===== config.mk =====
export PLATFORM = sky130hd
export DESIGN_NAME = mixcol_sequencer
export DESIGN_NICKNAME = d
export VERILOG_FILES = /design/src/rtl/mixcol_sequencer.sv
export SDC_FILE = /design/constraint.sdc
export NUM_CORES = 1
export LEC_CHECK = 0
export ABC_CLOCK_PERIOD_IN_PS = 4200
export CORE_MARGIN = 2
export CORE_UTILIZATION = 58
export CTS_CLUSTER_SIZE = 30
export DETAILED_ROUTE_END_ITERATION = 12
export PLACE_DENSITY_LB_ADDON = 0.15
export SYNTH_ARGS = -nofsm -noshare
export SYNTH_HDL_FRONTEND = slang
export SYNTH_SLANG_ARGS = --single-unit

===== constraint.sdc =====
create_clock -name clk -period 4.2 [get_ports clk]
set_input_delay 0.63 -clock clk [delete_from_list [all_inputs] [get_ports clk]]
set_output_delay 0.63 -clock clk [all_outputs]
set_load 0.01 [all_outputs]

===== src/rtl/mixcol_sequencer.sv =====
// rtl/mixcol_sequencer.sv - AES (Inv)MixColumns column sequencer over one shared GF(2^8) multiplier
module mixcol_sequencer #(
    parameter logic [7:0] RED_POLY = 8'h1B
) (
    input  logic        clk,
    input  logic        rst,
    input  logic        in_valid,
    output logic        in_ready,
    input  logic [31:0] in_col,
    input  logic        inv_mode,
    output logic        out_valid,
    input  logic        out_ready,
    output logic [31:0] out_col,
    output logic        busy
);

    typedef enum logic [1:0] {
        ST_IDLE = 2'd0,
        ST_MUL  = 2'd1,
        ST_DONE = 2'd2
    } state_t;

    state_t      state_q, state_d;
    logic [3:0]  cnt_q, cnt_d;
    logic [7:0]  acc_q, acc_d;
    logic [31:0] out_col_q, out_col_d;
    logic [31:0] col_q, col_d;
    logic        inv_q, inv_d;

    logic [1:0]  row;
    logic [1:0]  col;
    logic [1:0]  coef_idx;
    logic [7:0]  coef;
    logic [7:0]  a_byte;
    logic [7:0]  term;

    // Carry-less 8x8 product folded back into the field from the top bit down.
    function automatic logic [7:0] gf_mul(input logic [7:0] x, input logic [7:0] y);
        logic [14:0] p;
        p = '0;
        for (int i = 0; i < 8; i++) begin
            if (y[i]) p = p ^ (15'(x) << i);
        end
        for (int i = 14; i >= 8; i--) begin
            if (p[i]) p = p ^ (15'({1'b1, RED_POLY}) << (i - 8));
        end
        return p[7:0];
    endfunction

    // Coefficient row r is the base row rotated right by r, so index = (col - row) mod 4.
    always_comb begin
        row      = cnt_q[3:2];
        col      = cnt_q[1:0];
        coef_idx = col - row;
        a_byte   = col_q[{~col, 3'b000} +: 8];
        coef     = 8'h00;
        if (inv_q) begin
            case (coef_idx)
                2'd0:    coef = 8'h0E;
                2'd1:    coef = 8'h0B;
                2'd2:    coef = 8'h0D;
                default: coef = 8'h09;
            endcase
        end else begin
            case (coef_idx)
                2'd0:    coef = 8'h02;
                2'd1:    coef = 8'h03;
                default: coef = 8'h01;
            endcase
        end
        term = gf_mul(coef, a_byte);
    end

    // State register.
    always_ff @(posedge clk or negedge rst) begin
        if (!rst) state_q <= ST_IDLE;
        else      state_q <= state_d;
    end

    // Next-state logic; any unused encoding falls back to IDLE.
    always_comb begin
        state_d = ST_IDLE;
        case (state_q)
            ST_IDLE: state_d = in_valid ? ST_MUL : ST_IDLE;
            ST_MUL:  state_d = (cnt_q == 4'd15) ? ST_DONE : ST_MUL;
            ST_DONE: state_d = out_ready ? ST_IDLE : ST_DONE;
            default: state_d = ST_IDLE;
        endcase
    end

    // Handshake and status outputs decoded from the state.
    always_comb begin
        in_ready  = (state_q == ST_IDLE);
        out_valid = (state_q == ST_DONE);
        busy      = (state_q == ST_MUL) || (state_q == ST_DONE);
        out_col   = out_col_q;
    end

    // Datapath next values: latch on accept, then one multiply-accumulate per MUL cycle.
    always_comb begin
        cnt_d     = cnt_q;
        acc_d     = acc_q;
        out_col_d = out_col_q;
        col_d     = col_q;
        inv_d     = inv_q;
        case (state_q)
            ST_IDLE: begin
                if (in_valid) begin
                    col_d = in_col;
                    inv_d = inv_mode;
                    cnt_d = 4'd0;
                    acc_d = 8'h00;
                end
            end
            ST_MUL: begin
                cnt_d = cnt_q + 4'd1;
                if (col == 2'd0) begin
                    acc_d = term;
                end else if (col == 2'd3) begin
                    out_col_d[{~row, 3'b000} +: 8] = acc_q ^ term;
                end else begin
                    acc_d = acc_q ^ term;
                end
            end
            default: ;
        endcase
    end

    // Datapath registers.
    always_ff @(posedge clk or negedge rst) begin
        if (!rst) begin
            cnt_q     <= 4'd0;
            acc_q     <= 8'h00;
            out_col_q <= 32'h0;
            col_q     <= 32'h0;
            inv_q     <= 1'b0;
        end else begin
            cnt_q     <= cnt_d;
            acc_q     <= acc_d;
            out_col_q <= out_col_d;
            col_q     <= col_d;
            inv_q     <= inv_d;
        end
    end

endmodule


==> metrics, run 1 <==
CTS Hold Buffers Added 0; Slew HR 35.4%; initial DRC count between 100 and 150; EDFF count, synth 0; DR WL/cell 15.3 um; CTS Buf Count 9; Setup Skew 9.15 ps; Min Clock Period, post-route 3180 ps; post-synth cell types 53; Setup WS post-layout 1020 ps; synth warn 0; largest net degree at the start of global routing 80; ys flop type dfrtp_1; antenna viol nets, final 0; CTS root buf clkbuf_8; flop2flop setup slack 1020 ps; dominant cells by area after synthesis dfrtp_1 (47%), mux2_2 (9.5%), nand2_1 (5.5%); worst stage delay on the critical path 680 ps; ANT cells 0; max-slew violations 0; die width 89.6 um; status finished, final reports clean; crit path DAT 3390 ps; Buf+Inv Stages, Crit Path 1; layout cell share with drive strength beyond 1 15.9%; Syn-to-layout area delta 24.8%; RSZ-0062 raised after global routing no; # IOs 72; Critical Setup Path Class flip-flop to flip-flop; reg2reg start cnt_q[2]; postcts setup bufs 0; Hold Vio Cnt, Final 0; GRT Residual Overflow 0; clk buf depth 2; Slew @ Worst Pin between 900 and 1000 ps; routed vias/inst 5.54; Fmax about 310 MHz; Post-synth top cells dfrtp_1 (79), nand2_1 (62), mux2_2 (36); final setup vio count 0; # Max-Cap Violations 0; final std cells w/o fill 551; die area 0.00803 sq mm; r2r endpoint out_col[4]; Post-Route WL 8.46 mm; most common cell in the netlist dfrtp_1; number of global-route vias before repair 2882; hold crit path type primary input to async pin; synthesized instance count 382; fin crit share 75.8%; initial antenna violation count 0; top cell type's share of synthesized area 46.5%; hpwl dp 6.21 mm; cell taking the most area after synthesis dfrtp_1; DR DRC count 0; Mapped Avg Cell Area 11.1 sq um; port bufs 71; First-pass DRT Iterations 4; FP Rows 31; Starting Density around three fifths; Async S/R FF share, synth 100%; Startpoint Class flip-flop; syn nets about 430; vias 3053; Core Area 0.00718 sq mm; post-synthesis sequential area ratio 46.5%; synthesized area 0.00425 sq mm; slowest cell on the critical path ha_1; post-layout util around three quarters; post-CTS resize count 0; FF-to-FF path depth 8; FF+latch count, synth 79; die height 89.6 um; clock sink count 79; Overall Global Routing Usage 22.4%; top cell family by delay on the critical path adder cells; GP Congestion 0.806; Final nets around 500; pre-CTS WS 1030 ps; Worst-path clk slew 90 ps; crit path capture type flip-flop; Clk Latency, worst-skew pair 340 ps; H-tree lvl count 3; Fin Setup TNS 0 ps; CTS tree built; WP data required 4410 ps; Placed Cells 535; first-pass GRT wire length about 14 mm; CP cell instances ha_1, clkinv_1, mux2_2, a21o_1, a31oi_4, xnor2_2, xor2_1, o21ai_0; CP Max Fanout 19
layer usage:
| layer | wire [um] | vias to the layer above | GRT usage [%] |
|---|---|---|---|
| met5 | 0 | - | 0 |
| met3 | 274 | 14 | 3.38 |
| met4 | 198 | 0 | 8.55 |
| met1 | 3690 | 1493 | 28.7 |
| met2 | 4300 | 68 | 38.6 |
| li1 | - | 1478 | - |
flip-flops by register name, summed over array words and instances (netlist names):
register / flops
acc_q: 8
inv_q: 1
state_q: 2
cnt_q: 4
out_col: 32
col_q: 32
cells in the final DEF, fill, tap and decap left out, types with 3 or more instances in the layout:
cell | Yosys | routed
dfrtp_1 | 79 | 79
clkdlybuf4s50_1 | 0 | 70
nand2_1 | 62 | 62
mux2_2 | 36 | 36
o21ai_0 | 35 | 35
xnor2_1 | 21 | 21
ha_1 | 12 | 12
inv_1 | 10 | 10
xor2_1 | 10 | 10
clkbuf_8 | 0 | 9
a21oi_1 | 7 | 7
mux4_2 | 7 | 7
o21ai_1 | 6 | 6
a22o_1 | 6 | 6
bufinv_16 | 0 | 5
nand3_1 | 4 | 4
nand4_1 | 4 | 4
nor4b_1 | 4 | 4
and2_1 | 4 | 4
a311o_1 | 4 | 4
and3_1 | 3 | 3
or3_1 | 3 | 3
xnor2_2 | 3 | 3
buf_4 | 0 | 3
metrics by stage:
step           hold slack, ps  cell area (sq um)
2_1_floorplan             334               4250
3_3_place_gp              460               5010
3_5_place_dp              470               5010
4_1_cts                   460               5300
5_1_grt                   503               5300
6_report                  435               5300
area by class of cell:
| type | instances | area (sq um) |
|---|---|---|
| multi-input cells | 272 | 2140 |
| flip-flops and latches | 79 | 1980 |
| fillers | 509 | 1870 |
| repair buffers | 73 | 723 |
| clock inverters | 7 | 168 |
| clock buffers | 9 | 124 |
| well taps | 99 | 124 |
| inverters | 12 | 45.0 |
logic make-up after synthesis:
kind of cell               Yosys count  share of synthesized area, %
and+or+nand+nor                     99                          11.4
muxes                               47                          14.7
DFF                                 79                          46.5
adders and majority gates           12                          3.53
xor gates and xnor gates            36                          8.60
AOI/OAI and AO/OA                   78                          12.2
buffers and inverters               31                          3.06
worst max path at each step:
stage | endpoint | depth (start not counted) | from
after floorplan | acc_q[1] | 11 | cnt_q[0]
after global placement | out_col[12] | 8 | cnt_q[2]
after detailed placement | out_col[4] | 8 | cnt_q[2]
after CTS | out_col[4] | 8 | cnt_q[2]
after global routing | out_col[12] | 8 | cnt_q[2]
final | out_col[4] | 8 | cnt_q[2]
Power of run 1 is left out: the tool's default activity adds up to more than one toggle a clock period on the data nets, which glitch-free logic cannot reach.
==> run 2: changes to the inputs <==
--- a/config.mk
+++ b/config.mk
@@ -5,9 +5,9 @@
 export SDC_FILE = /design/constraint.sdc
 export NUM_CORES = 1
 export LEC_CHECK = 0
-export ABC_CLOCK_PERIOD_IN_PS = 4200
+export ABC_CLOCK_PERIOD_IN_PS = 3340
 export CORE_MARGIN = 2
-export CORE_UTILIZATION = 58
+export CORE_UTILIZATION = 53
 export CTS_CLUSTER_SIZE = 30
 export DETAILED_ROUTE_END_ITERATION = 12
 export PLACE_DENSITY_LB_ADDON = 0.15
==> constraint.sdc (replaced) <==
create_clock -name clk -period 3.34 [get_ports clk]
set_input_delay 0.501 -clock clk [delete_from_list [all_inputs] [get_ports clk]]
set_output_delay 0.501 -clock clk [all_outputs]
set_load 0.01 [all_outputs]
==> metrics, run 2 (synthesis results as in run 1) <==
hold crit path type primary input to async pin (unchanged); r2r endpoint out_col[9] (was out_col[4]); Fin Setup TNS 0 ps (unchanged); FP Rows 32 (was 31); RSZ-0062 raised after global routing no (unchanged); H-tree lvl count 3 (unchanged); Syn-to-layout area delta 23.7% (was 24.8%); most frequent cells in the layout dfrtp_1 (79), clkdlybuf4s50_1 (70), nand2_1 (62) (unchanged); crit path capture type flip-flop (unchanged); Setup Skew 7.43 ps (was 9.15 ps); DR DRC count 0 (unchanged); FF-to-FF path depth 7 (was 8); Slew HR 35.7% (was 35.4%); status finished, final reports clean (unchanged); Critical path destination out_col[9] (was out_col[4]); Min Clock Period, post-route 2930 ps (was 3180 ps); die area 0.00875 sq mm (was 0.00803 sq mm); GP Congestion 0.831 (was 0.806); die width 93.6 um (was 89.6 um); crit path DAT 3210 ps (was 3390 ps); FILL cells 601 (was 509); ANT cells 0 (unchanged); CP Max Fanout 14 (was 19); First-pass DRT Iterations 4 (unchanged); Core Area 0.00777 sq mm (was 0.00718 sq mm); initial antenna violation count 0 (unchanged); Post-Route WL 8.67 mm (was 8.46 mm); Placed Cells 541 (was 535); vias 3093 (was 3053); CTS root buf clkbuf_8 (unchanged); initial DRC count 97 (was 122); Final nets 499 (was 496); Fmax 342 MHz (was 314 MHz); # Max-Cap Violations 0 (unchanged); Setup WS post-layout 412 ps (was 1020 ps); Startpoint Class flip-flop (unchanged); first-pass GRT wire length 14.5 mm (was 13.7 mm); layout cell share with drive strength beyond 1 16.1% (was 15.9%); commonest non-fill, non-tap cell in the layout dfrtp_1 (unchanged); final std cells w/o fill 555 (was 551); Slew @ Worst Pin 965 ps (was 970 ps); Worst-path clk slew 80 ps (was 90 ps); fin crit share 87.7% (was 75.8%); WP data required 3620 ps (was 4410 ps); hpwl dp 6.39 mm (was 6.21 mm); reg2reg start cnt_q[1] (was cnt_q[2]); port bufs 71 (unchanged); pre-CTS WS 400 ps (was 1030 ps); post-layout util 67.7% (was 73.9%); antenna viol nets, final 0 (unchanged); # IOs 72 (unchanged); clk buf depth 2 (unchanged); die height 93.6 um (was 89.6 um); Clk Latency, worst-skew pair 340 ps (about the same); DR WL/cell 15.6 um (was 15.3 um); GRT Residual Overflow 0 (unchanged); Starting Density 54.7% (was 59.2%); CTS Hold Buffers Added 0 (unchanged); flop2flop setup slack 410 ps (was 1020 ps); CTS tree built (unchanged); clock sink count 79 (unchanged); max-slew violations 0 (unchanged); postcts setup bufs 0 (unchanged); number of global-route vias before repair 3088 (was 2882); largest net degree at the start of global routing 80 (unchanged); routed vias/inst 5.57 (was 5.54); post-CTS resize count 0 (unchanged); Critical Setup Path Class flip-flop to flip-flop (unchanged); Worst Setup SP cnt_q[1] (was cnt_q[2]); Overall Global Routing Usage 21.3% (was 22.4%); Hold Vio Cnt, Final 0 (unchanged); CTS Buf Count 9 (unchanged); final setup vio count 0 (unchanged)
==> run 2: changes by cell type in the layout (fill, tap and decap cells not counted), sizes merged <==
cell and change:
clkbuf +2, inv -1, bufinv -3, clkinv -1, clkinvlp +1, buf +3
==> run 2: layout make-up <==
cell class	instances	area (sq um)	area share (%)
Sequential cell	79	1980	37.6
Timing Repair Buffer	76	746	14.2
Multi-Input combinational cell	272	2140	40.8
Clock buffer	11	151	2.88
Clock inverter	3	67.6	1.29
Inverter	12	45.0	0.857
Tap cell	102	128	2.43
==> run 2: worst min path at each step <==
stage / to / cells past startpoint / slack [ps] / startpoint
after global placement: out_col[29] / 2 / 460 / out_col[29]
after CTS: out_col[25] / 1 / 350 / rst
after global routing: out_col[17] / 1 / 380 / rst
after detailed placement: out_col[31] / 2 / 470 / out_col[31]
after floorplan: acc_q[0] / 0 / 210 / rst
final: out_col[17] / 1 / 320 / rst
==> run 2: metal layers <==
metal	up-vias	global-route usage (%)	routed length (um)
met5	-	0	0
met4	0	8.94	158
met3	13	3.30	311
met2	68	36.9	4430
met1	1519	26.5	3770
li1	1493	-	-
==> run 2: per-stage QoR <==
| step | area (sq um) | hold WS, ps |
|---|---|---|
| detailed placement | 5040 | 472 |
| CTS | 5260 | 351 |
| finish | 5260 | 316 |
| floorplan | 4250 | 205 |
| global placement | 5040 | 461 |
| global route | 5260 | 384 |
==> run 2: worst max-delay path, stage by stage, from the launching register on <==
cell and delay, ps:
dfrtp_1 690, xnor3_1 600, o21a_1 250, o221ai_1 300
a31oi_4 160, xnor2_2 210, xnor2_1 440, a22o_1 210
Power of run 2 is left out for the same reason.
